File: src/rtl/dmem_lane_arbiter_if.sv
// dmem_lane_arbiter_if: lane request/response and dmem bus bundle for the lane arbiter
interface dmem_lane_arbiter_if #(
  parameter int ADDR_W = 12,
  parameter int DATA_W = 32
);
  logic              req_1;
  logic              we_1;
  logic [ADDR_W-1:0] addr_1;
  logic [DATA_W-1:0] wdata_1;
  logic              req_2;
  logic              we_2;
  logic [ADDR_W-1:0] addr_2;
  logic [DATA_W-1:0] wdata_2;
  logic              stall;
  logic              rvalid_1;
  logic [DATA_W-1:0] rdata_1;
  logic              rvalid_2;
  logic [DATA_W-1:0] rdata_2;
  logic [ADDR_W-1:0] address_dmem;
  logic [DATA_W-1:0] data;
  logic              wren;
  logic [DATA_W-1:0] q_dmem;
  modport master (
    output req_1, we_1, addr_1, wdata_1, req_2, we_2, addr_2, wdata_2, q_dmem,
    input  stall, rvalid_1, rdata_1, rvalid_2, rdata_2, address_dmem, data, wren
  );
  modport slave (
    input  req_1, we_1, addr_1, wdata_1, req_2, we_2, addr_2, wdata_2, q_dmem,
    output stall, rvalid_1, rdata_1, rvalid_2, rdata_2, address_dmem, data, wren
  );
endinterface

File: src/rtl/dmem_lane_arbiter.sv
// dmem_lane_arbiter: serializes the two issue lanes onto the single-port dmem in program order
module dmem_lane_arbiter #(
  parameter int ADDR_W = 12,
  parameter int DATA_W = 32,
  parameter int CNT_W  = 16
) (
  input  logic             clock,
  input  logic             reset,
  dmem_lane_arbiter_if.slave bus,
  output logic [CNT_W-1:0] conflict_count
);
  typedef enum logic {IDLE, SECOND} state_t;
  state_t            state, state_nx;
  logic              hwe;
  logic [ADDR_W-1:0] haddr;
  logic [DATA_W-1:0] hwdata;
  logic              both, merge_ld, merge_st, conflict, sel_1, sel_2, ld_1, ld_2;
  assign both     = bus.req_1 & bus.req_2;
  assign merge_ld = both & ~bus.we_1 & ~bus.we_2 & (bus.addr_1 == bus.addr_2);
  assign merge_st = both & bus.we_1 & bus.we_2 & (bus.addr_1 == bus.addr_2);
  assign conflict = both & ~merge_ld & ~merge_st;
  assign sel_2    = merge_st | (bus.req_2 & ~bus.req_1);
  assign sel_1    = bus.req_1 & ~merge_st;
  // state register; reset abandons any pending second access
  always_ff @(posedge clock or negedge reset)
    if (!reset) state <= IDLE;
    else state <= state_nx;
  // a conflict in IDLE spends exactly one extra cycle in SECOND
  always_comb state_nx = (state == IDLE && conflict) ? SECOND : IDLE;
  // dmem drive, stall and load-grant decode; wren and stall are gated by reset
  always_comb begin
    bus.address_dmem = state == SECOND ? haddr : sel_2 ? bus.addr_2 : sel_1 ? bus.addr_1 : '0;
    bus.data = state == SECOND ? hwdata : sel_2 ? bus.wdata_2 : sel_1 ? bus.wdata_1 : '0;
    bus.wren = reset & (state == SECOND ? hwe : sel_2 ? bus.we_2 : sel_1 & bus.we_1);
    bus.stall = reset & (state == IDLE) & conflict;
    ld_1 = (state == IDLE) & bus.req_1 & ~bus.we_1;
    ld_2 = state == SECOND ? ~hwe : bus.req_2 & ~bus.we_2 & (~bus.req_1 | merge_ld);
  end
  // load return, lane 2 hold capture and saturating conflict counter
  always_ff @(posedge clock or negedge reset)
    if (!reset) begin
      bus.rvalid_1   <= 1'b0;
      bus.rvalid_2   <= 1'b0;
      bus.rdata_1    <= '0;
      bus.rdata_2    <= '0;
      hwe            <= 1'b0;
      haddr          <= '0;
      hwdata         <= '0;
      conflict_count <= '0;
    end else begin
      bus.rvalid_1 <= ld_1;
      bus.rvalid_2 <= ld_2;
      if (ld_1) bus.rdata_1 <= bus.q_dmem;
      if (ld_2) bus.rdata_2 <= bus.q_dmem;
      if (bus.stall) begin
        hwe            <= bus.we_2;
        haddr          <= bus.addr_2;
        hwdata         <= bus.wdata_2;
        conflict_count <= conflict_count + CNT_W'(conflict_count != '1);
      end
    end
endmodule

File: src/flat_wrapper.sv
// flat-port wrapper written by rule: the top's interface ports become plain ports
module dmem_lane_arbiter_flat 
#(
  parameter int ADDR_W = 12,
  parameter int DATA_W = 32,
  parameter int CNT_W  = 16
)
  (clock, reset, conflict_count, bus_req_1, bus_we_1, bus_addr_1, bus_wdata_1, bus_req_2, bus_we_2, bus_addr_2, bus_wdata_2, bus_q_dmem, bus_stall, bus_rvalid_1, bus_rdata_1, bus_rvalid_2, bus_rdata_2, bus_address_dmem, bus_data, bus_wren);
  dmem_lane_arbiter_if #(.ADDR_W(ADDR_W), .DATA_W(DATA_W)) bus_i ();
  input  logic clock;
  input  logic reset;
  output logic [CNT_W-1:0] conflict_count;
  input wire logic [$bits(bus_i.req_1)-1:0] bus_req_1;
  input wire logic [$bits(bus_i.we_1)-1:0] bus_we_1;
  input wire logic [$bits(bus_i.addr_1)-1:0] bus_addr_1;
  input wire logic [$bits(bus_i.wdata_1)-1:0] bus_wdata_1;
  input wire logic [$bits(bus_i.req_2)-1:0] bus_req_2;
  input wire logic [$bits(bus_i.we_2)-1:0] bus_we_2;
  input wire logic [$bits(bus_i.addr_2)-1:0] bus_addr_2;
  input wire logic [$bits(bus_i.wdata_2)-1:0] bus_wdata_2;
  input wire logic [$bits(bus_i.q_dmem)-1:0] bus_q_dmem;
  output wire logic [$bits(bus_i.stall)-1:0] bus_stall;
  output wire logic [$bits(bus_i.rvalid_1)-1:0] bus_rvalid_1;
  output wire logic [$bits(bus_i.rdata_1)-1:0] bus_rdata_1;
  output wire logic [$bits(bus_i.rvalid_2)-1:0] bus_rvalid_2;
  output wire logic [$bits(bus_i.rdata_2)-1:0] bus_rdata_2;
  output wire logic [$bits(bus_i.address_dmem)-1:0] bus_address_dmem;
  output wire logic [$bits(bus_i.data)-1:0] bus_data;
  output wire logic [$bits(bus_i.wren)-1:0] bus_wren;
  assign bus_i.req_1 = bus_req_1;
  assign bus_i.we_1 = bus_we_1;
  assign bus_i.addr_1 = bus_addr_1;
  assign bus_i.wdata_1 = bus_wdata_1;
  assign bus_i.req_2 = bus_req_2;
  assign bus_i.we_2 = bus_we_2;
  assign bus_i.addr_2 = bus_addr_2;
  assign bus_i.wdata_2 = bus_wdata_2;
  assign bus_i.q_dmem = bus_q_dmem;
  assign bus_stall = bus_i.stall;
  assign bus_rvalid_1 = bus_i.rvalid_1;
  assign bus_rdata_1 = bus_i.rdata_1;
  assign bus_rvalid_2 = bus_i.rvalid_2;
  assign bus_rdata_2 = bus_i.rdata_2;
  assign bus_address_dmem = bus_i.address_dmem;
  assign bus_data = bus_i.data;
  assign bus_wren = bus_i.wren;
  dmem_lane_arbiter #(.ADDR_W(ADDR_W), .DATA_W(DATA_W), .CNT_W(CNT_W)) u_core (.clock(clock), .reset(reset), .bus(bus_i), .conflict_count(conflict_count));
endmodule
File: config.mk
export PLATFORM = sky130hd
export DESIGN_NAME = dmem_lane_arbiter_flat
export DESIGN_NICKNAME = d
export VERILOG_FILES = /design/src/rtl/dmem_lane_arbiter_if.sv /design/src/rtl/dmem_lane_arbiter.sv /design/src/flat_wrapper.sv
export SDC_FILE = /design/constraint.sdc
export NUM_CORES = 1
export LEC_CHECK = 0
export BUFFER_PORTS_ARGS = -buffer_cell sky130_fd_sc_hd__buf_2
export CORE_MARGIN = 5
export CORE_UTILIZATION = 38
export DETAILED_ROUTE_END_ITERATION = 12
export PLACE_DENSITY = 0.64
export SLEW_MARGIN = 10
export SYNTH_ARGS = -nofsm -noshare
export SYNTH_HDL_FRONTEND = slang
export SYNTH_SLANG_ARGS = --single-unit
File: constraint.sdc
create_clock -name clock -period 8.5 [get_ports clock]
set_clock_uncertainty 0.2 [all_clocks]
set_input_delay 2.125 -clock clock [delete_from_list [all_inputs] [get_ports clock]]
set_output_delay 2.125 -clock clock [all_outputs]
set_load 0.005 [all_outputs]
* After elaboration in Yosys (flattened, before gate mapping)
Cells that the tools add are included.
** Storage, ports and cells
- Flip-flop bits (word level) :: 128
- Input port bits :: 126
- Output and inout port bits :: 128
- Logic and storage cells :: 51
** Operators by class
- Add/sub/neg operators :: 1
- Equality and inequality tests :: 2
- Multiplexer cells :: 10
- Bitwise logic cells :: 28
- Reduce and logical (&&, ||, !) cells :: 1
** Operators by type and width (number)
- $mux 32 :: 3
- $mux 12 :: 3
- $and 1x1->1 :: 19
- $add 16x1->16 :: 1
- $ne 16x16->1 const B :: 1
- $eq 12x12->1 :: 1
- $not 1->1 :: 7
- $mux 1 :: 4
- $or 1x1->1 :: 2
- $logic_and 1x1->1 :: 1

* Logic depth before layout (Yosys ltp)
- Depth in word-level cells :: 10
- Depth in mapped cells :: 11

* Worst setup path before layout
No wires, ideal clock.
- Path type :: input -> output
- Start :: input port bus_addr_2[7]
- End :: output port bus_address_dmem[0]
- Arrival time :: 3425 ps
- Data required time :: 6175 ps
- Setup slack :: 2750 ps
- Stages :: 7
- Cell sequence :: xnor2_1 nand4_1 nor3_4 a41oi_4 buf_2 a22o_1 a21o_1
** On the way
- Longest elaborated chain between the ends :: 7
** RTL lines
- start, declared :: RTL line flat_wrapper.sv:19 : input wire logic [$bits(bus_i.addr_2)-1:0] bus_addr_2;
- $eq 12x12->1 * :: RTL line dmem_lane_arbiter.sv:20 : assign merge_st = both & bus.we_1 & bus.we_2 & (bus.addr_1 == bus.addr_2);
- $and 1x1->1 * :: RTL line dmem_lane_arbiter.sv:20
- $not 1->1 :: RTL line dmem_lane_arbiter.sv:23 : assign sel_1 = bus.req_1 & ~merge_st;
- $and 1x1->1 :: RTL line dmem_lane_arbiter.sv:23
- $mux 12 :: RTL line dmem_lane_arbiter.sv:32 : bus.address_dmem = state == SECOND ? haddr : sel_2 ? bus.addr_2 : sel_1 ? bus.addr_1 : '0;
- $mux 12 * (2 in a row) :: RTL line dmem_lane_arbiter.sv:32
- end, declared :: RTL line flat_wrapper.sv:27 : output wire logic [$bits(bus_i.address_dmem)-1:0] bus_address_dmem;
Mark *: on every way between the ends. The rest lies on a longest branch, timed or not.

* Worst setup path after layout
- Start :: input port bus_addr_2[1]
- End :: output port bus_data[27]
** On the way
- Longest elaborated chain between the ends :: 7
** RTL lines
- $eq 12x12->1 * :: RTL line dmem_lane_arbiter.sv:20
- $and 1x1->1 * :: RTL line dmem_lane_arbiter.sv:20
- $not 1->1 :: RTL line dmem_lane_arbiter.sv:23
- $and 1x1->1 :: RTL line dmem_lane_arbiter.sv:23
- $mux 32 :: RTL line dmem_lane_arbiter.sv:33 : bus.data = state == SECOND ? hwdata : sel_2 ? bus.wdata_2 : sel_1 ? bus.wdata_1 : '0;
- $mux 32 * (2 in a row) :: RTL line dmem_lane_arbiter.sv:33
- end, declared :: RTL line flat_wrapper.sv:28 : output wire logic [$bits(bus_i.data)-1:0] bus_data;
Marked as above.

==> metrics.yaml <==
worst_setup_path:
  cp_common_cell: "buf_2"
  crit_fanout: 37
  worst-setup-path-type: "primary input to output pin"
  crit_slowest_cell: "nor3_4"
  worstPathRequired_ns: 6.18
  worstSetupStartpointType: "primary input"
  cp-end-kind: "output pin"
  crit_arrival_ns: 4.19
  slowest_delay_ns: 0.36
  crit_path_cell_trace: "buf_2 -> xnor2_1 -> nand4_1 -> nor3_4 -> a41oi_4 -> buf_4 -> a22o_1 -> a21o_1 -> buf_2"
clock_network:
  ctsResizeCount: 0
  cts_root_buf: "clkbuf_16"
  cts_sinks: 128
  clk_latency_ns: 0.41
  hold_buffers: 0
  postCtsSetupBuffers: 0
  cts.htree.levels: 4
  clk_path_buf_depth: 2
  cts_tree: "yes"
  clkTransAtPathRegs_ns: 0.05
  cts_buffers: 17
drt:
  antenna_left: 0
  routed_wl_mm: 15.9
  drt_iter0_drc: 94
  via_count: 4567
  wire_per_inst_um: 17.9
  drc_errors: 0
  first_pass_iters: 4
  viasPerCell: 5.15
outcome:
  status: "completed"
timing:
  post-route-period-util: 0.767
  fmax_mhz: 153
  holdWs_ns: 0.293
  slew_violations: 0
  hold_viol: 0
  slew_headroom: 0.237
  fin_setup_tns_ns: 0
  fin_crit_ns: 6.52
  final-setup-viol-count: 0
  worst_pin_slew_ns: 1.14
  rsz0062_at_grt: "false"
  layout_setup_ws_ns: 1.98
synthesis:
  synth_seq_cells: 128
  ys_warn_count: 0
  synth_area_leader_cell: "dfrtp_1"
  synth_area_leaders: "dfrtp_1 54%, mux2_2 21%, a22o_1 6.5%"
  synth.avg_cell_area_um2: 13.5
  synth_top_area_frac: 0.542
  synth_area_um2: 5910
  synth_fp_nets: 565
  ys_types: 25
  ys_seq_area_frac: 0.542
  syn_inst: 437
final_layout:
  n_fill_cell: 1349
  layout-drive-gt1-share: 0.578
  antenna_cells: 0
  syn2layout_area_growth_pct: 36.1
  final_area_um2: 8040
  nNetsFinal: 814
power_and_ir_drop:
  vdd_ir_drop_max_v: 0.000153
  p_leak_nw: 4.11
  total_power_w: 0.00206
  power_density_nw_per_um2: 256
floorplanning:
  core_um2: 15200
  io_pins: 254
  die_area_um2: 18100
  row_count: 45
  fp.dieW_um: 135
  initial_core_util: 0.389
  die_h_um: 135
placement:
  dp_hpwl_mm: 11.6
  placedInstanceArea_um2: 7340
  io_buffers: 253
  place_congestion: 0.765
  pre_cts_ws_ns: 1.97
global_route:
  grt_max_degree: 81
  grt_pass1_vias: 4981
  grt-ovfl-total: 0
  grt_use_total: 0.176
  grt_pass1_wl_mm: 25.2
  antenna_found_initial: 2
worst_hold_path:
  hold_path_class: "flip-flop to flip-flop"
flow_run:
  cap_viol_max_count: 0
==> registers in the layout (all words and copies together), names as in the netlist <==
| signal | count |
|---|---|
| u_core.bus.rdata_1 | 32 |
| u_core.bus.rdata_2 | 32 |
| u_core.hwdata | 32 |
| u_core.conflict_count | 16 |
| u_core.haddr | 12 |
| u_core.bus.rvalid_1 | 1 |
| u_core.bus.rvalid_2 | 1 |
| u_core.hwe | 1 |
| u_core.state | 1 |
==> logic make-up after synthesis <==
family | count (synthesis) | synth area share
AOI/OAI and AO/OA | 96 | 0.134
buffers and inverters | 29 | 0.0263
xor gates and xnor gates | 27 | 0.0400
muxes | 111 | 0.212
adders and majority gates | 2 | 0.00423
DFF | 128 | 0.542
and+or+nand+nor | 44 | 0.0417
==> final timing paths <==
check | depth (start not counted) | slack, ns | to | start
max in group asynchronous | 2 | 5.27 | u_core.bus.rdata_2[22]$_DFFE_PN0P_ | reset
max | 9 | 1.98 | bus_data[27] | bus_addr_2[1]
min | 1 | 0.29 | u_core.conflict_count[6]$_DFFE_PN0P_ | u_core.conflict_count[6]$_DFFE_PN0P_
min in group asynchronous | 1 | 1.46 | u_core.conflict_count[11]$_DFFE_PN0P_ | reset
max reg2reg | 11 | 5.94 | u_core.conflict_count[14]$_DFFE_PN0P_ | u_core.conflict_count[4]$_DFFE_PN0P_
min reg2reg | 1 | 0.29 | u_core.conflict_count[6]$_DFFE_PN0P_ | u_core.conflict_count[6]$_DFFE_PN0P_
==> layout by cell type, fill, tap and decap left out, types with 2 or more instances in the layout <==
master / n
buf_4: 5
nand3_1: 5
buf_2: 252
nand2_1: 7
a22o_1: 44
clkbuf_8: 3
dfrtp_1: 128
xnor2_1: 27
mux2_2: 111
nor2_1: 5
nand4_1: 16
and3_1: 5
a21oi_1: 2
clkbuf_1: 3
clkbuf_16: 17
bufinv_16: 7
ha_1: 2
nand2b_1: 3
a21o_1: 44
==> metrics by stage <==
stage,utilization,std cells
finish,0.529,887
global route,0.529,887
CTS,0.529,887
detailed placement,0.483,855
global placement,0.483,855
floorplan,-,437
==> where the power goes <==
part,total (W),switching [W],internal (W),leakage (nW)
Combinational,0.000392,0.000167,0.000225,2.23
Clock,0.000860,0.000256,0.000604,0.338
Sequential,0.000804,0.0000720,0.000732,1.54
Total,0.00206,0.000496,0.00156,4.11
==> cells in the mapped netlist (all sizes together) <==
library cell	number
o31ai	1
o21ai	2
a31oi	1
a22o	44
mux2	111
nand2	7
nor2b	1
and3	5
nor3	1
ha	2
dfrtp	128
xnor2	27
buf	20
nand2b	3
a41oi	1
a21o	44
inv	1
a21oi	3
clkbuf	8
nor2	6
nand3	5
nand4	16
==> final cells by class <==
class,instances,area (um2),area share
Clock inverter,9,226,0.0282
Sequential cell,128,3200,0.398
Timing Repair Buffer,258,1310,0.163
Tap cell,188,235,0.0293
Multi-Input combinational cell,280,2580,0.321
Clock buffer,23,478,0.0594
Inverter,1,3.75,0.000467
==> critical path, delay by kind of cell <==
family / cells / cell delay (ns)
AO/OA/AOI/OAI: 3 / 0.61
XOR/XNOR: 1 / 0.31
buffers and inverters: 3 / 0.57
AND/OR/NAND/NOR: 2 / 0.58
==> per-layer routing <==
metal	GRT usage	vias to the layer above	part of all wire	wire length (um)
met5	0	-	0.0016	25
li1	-	2121	-	-
met2	0.300	201	0.49	7810
met4	0.0452	4	0.011	177
met1	0.201	2220	0.39	6160
met3	0.0808	21	0.11	1740
(Power assumes the default switching activity.)
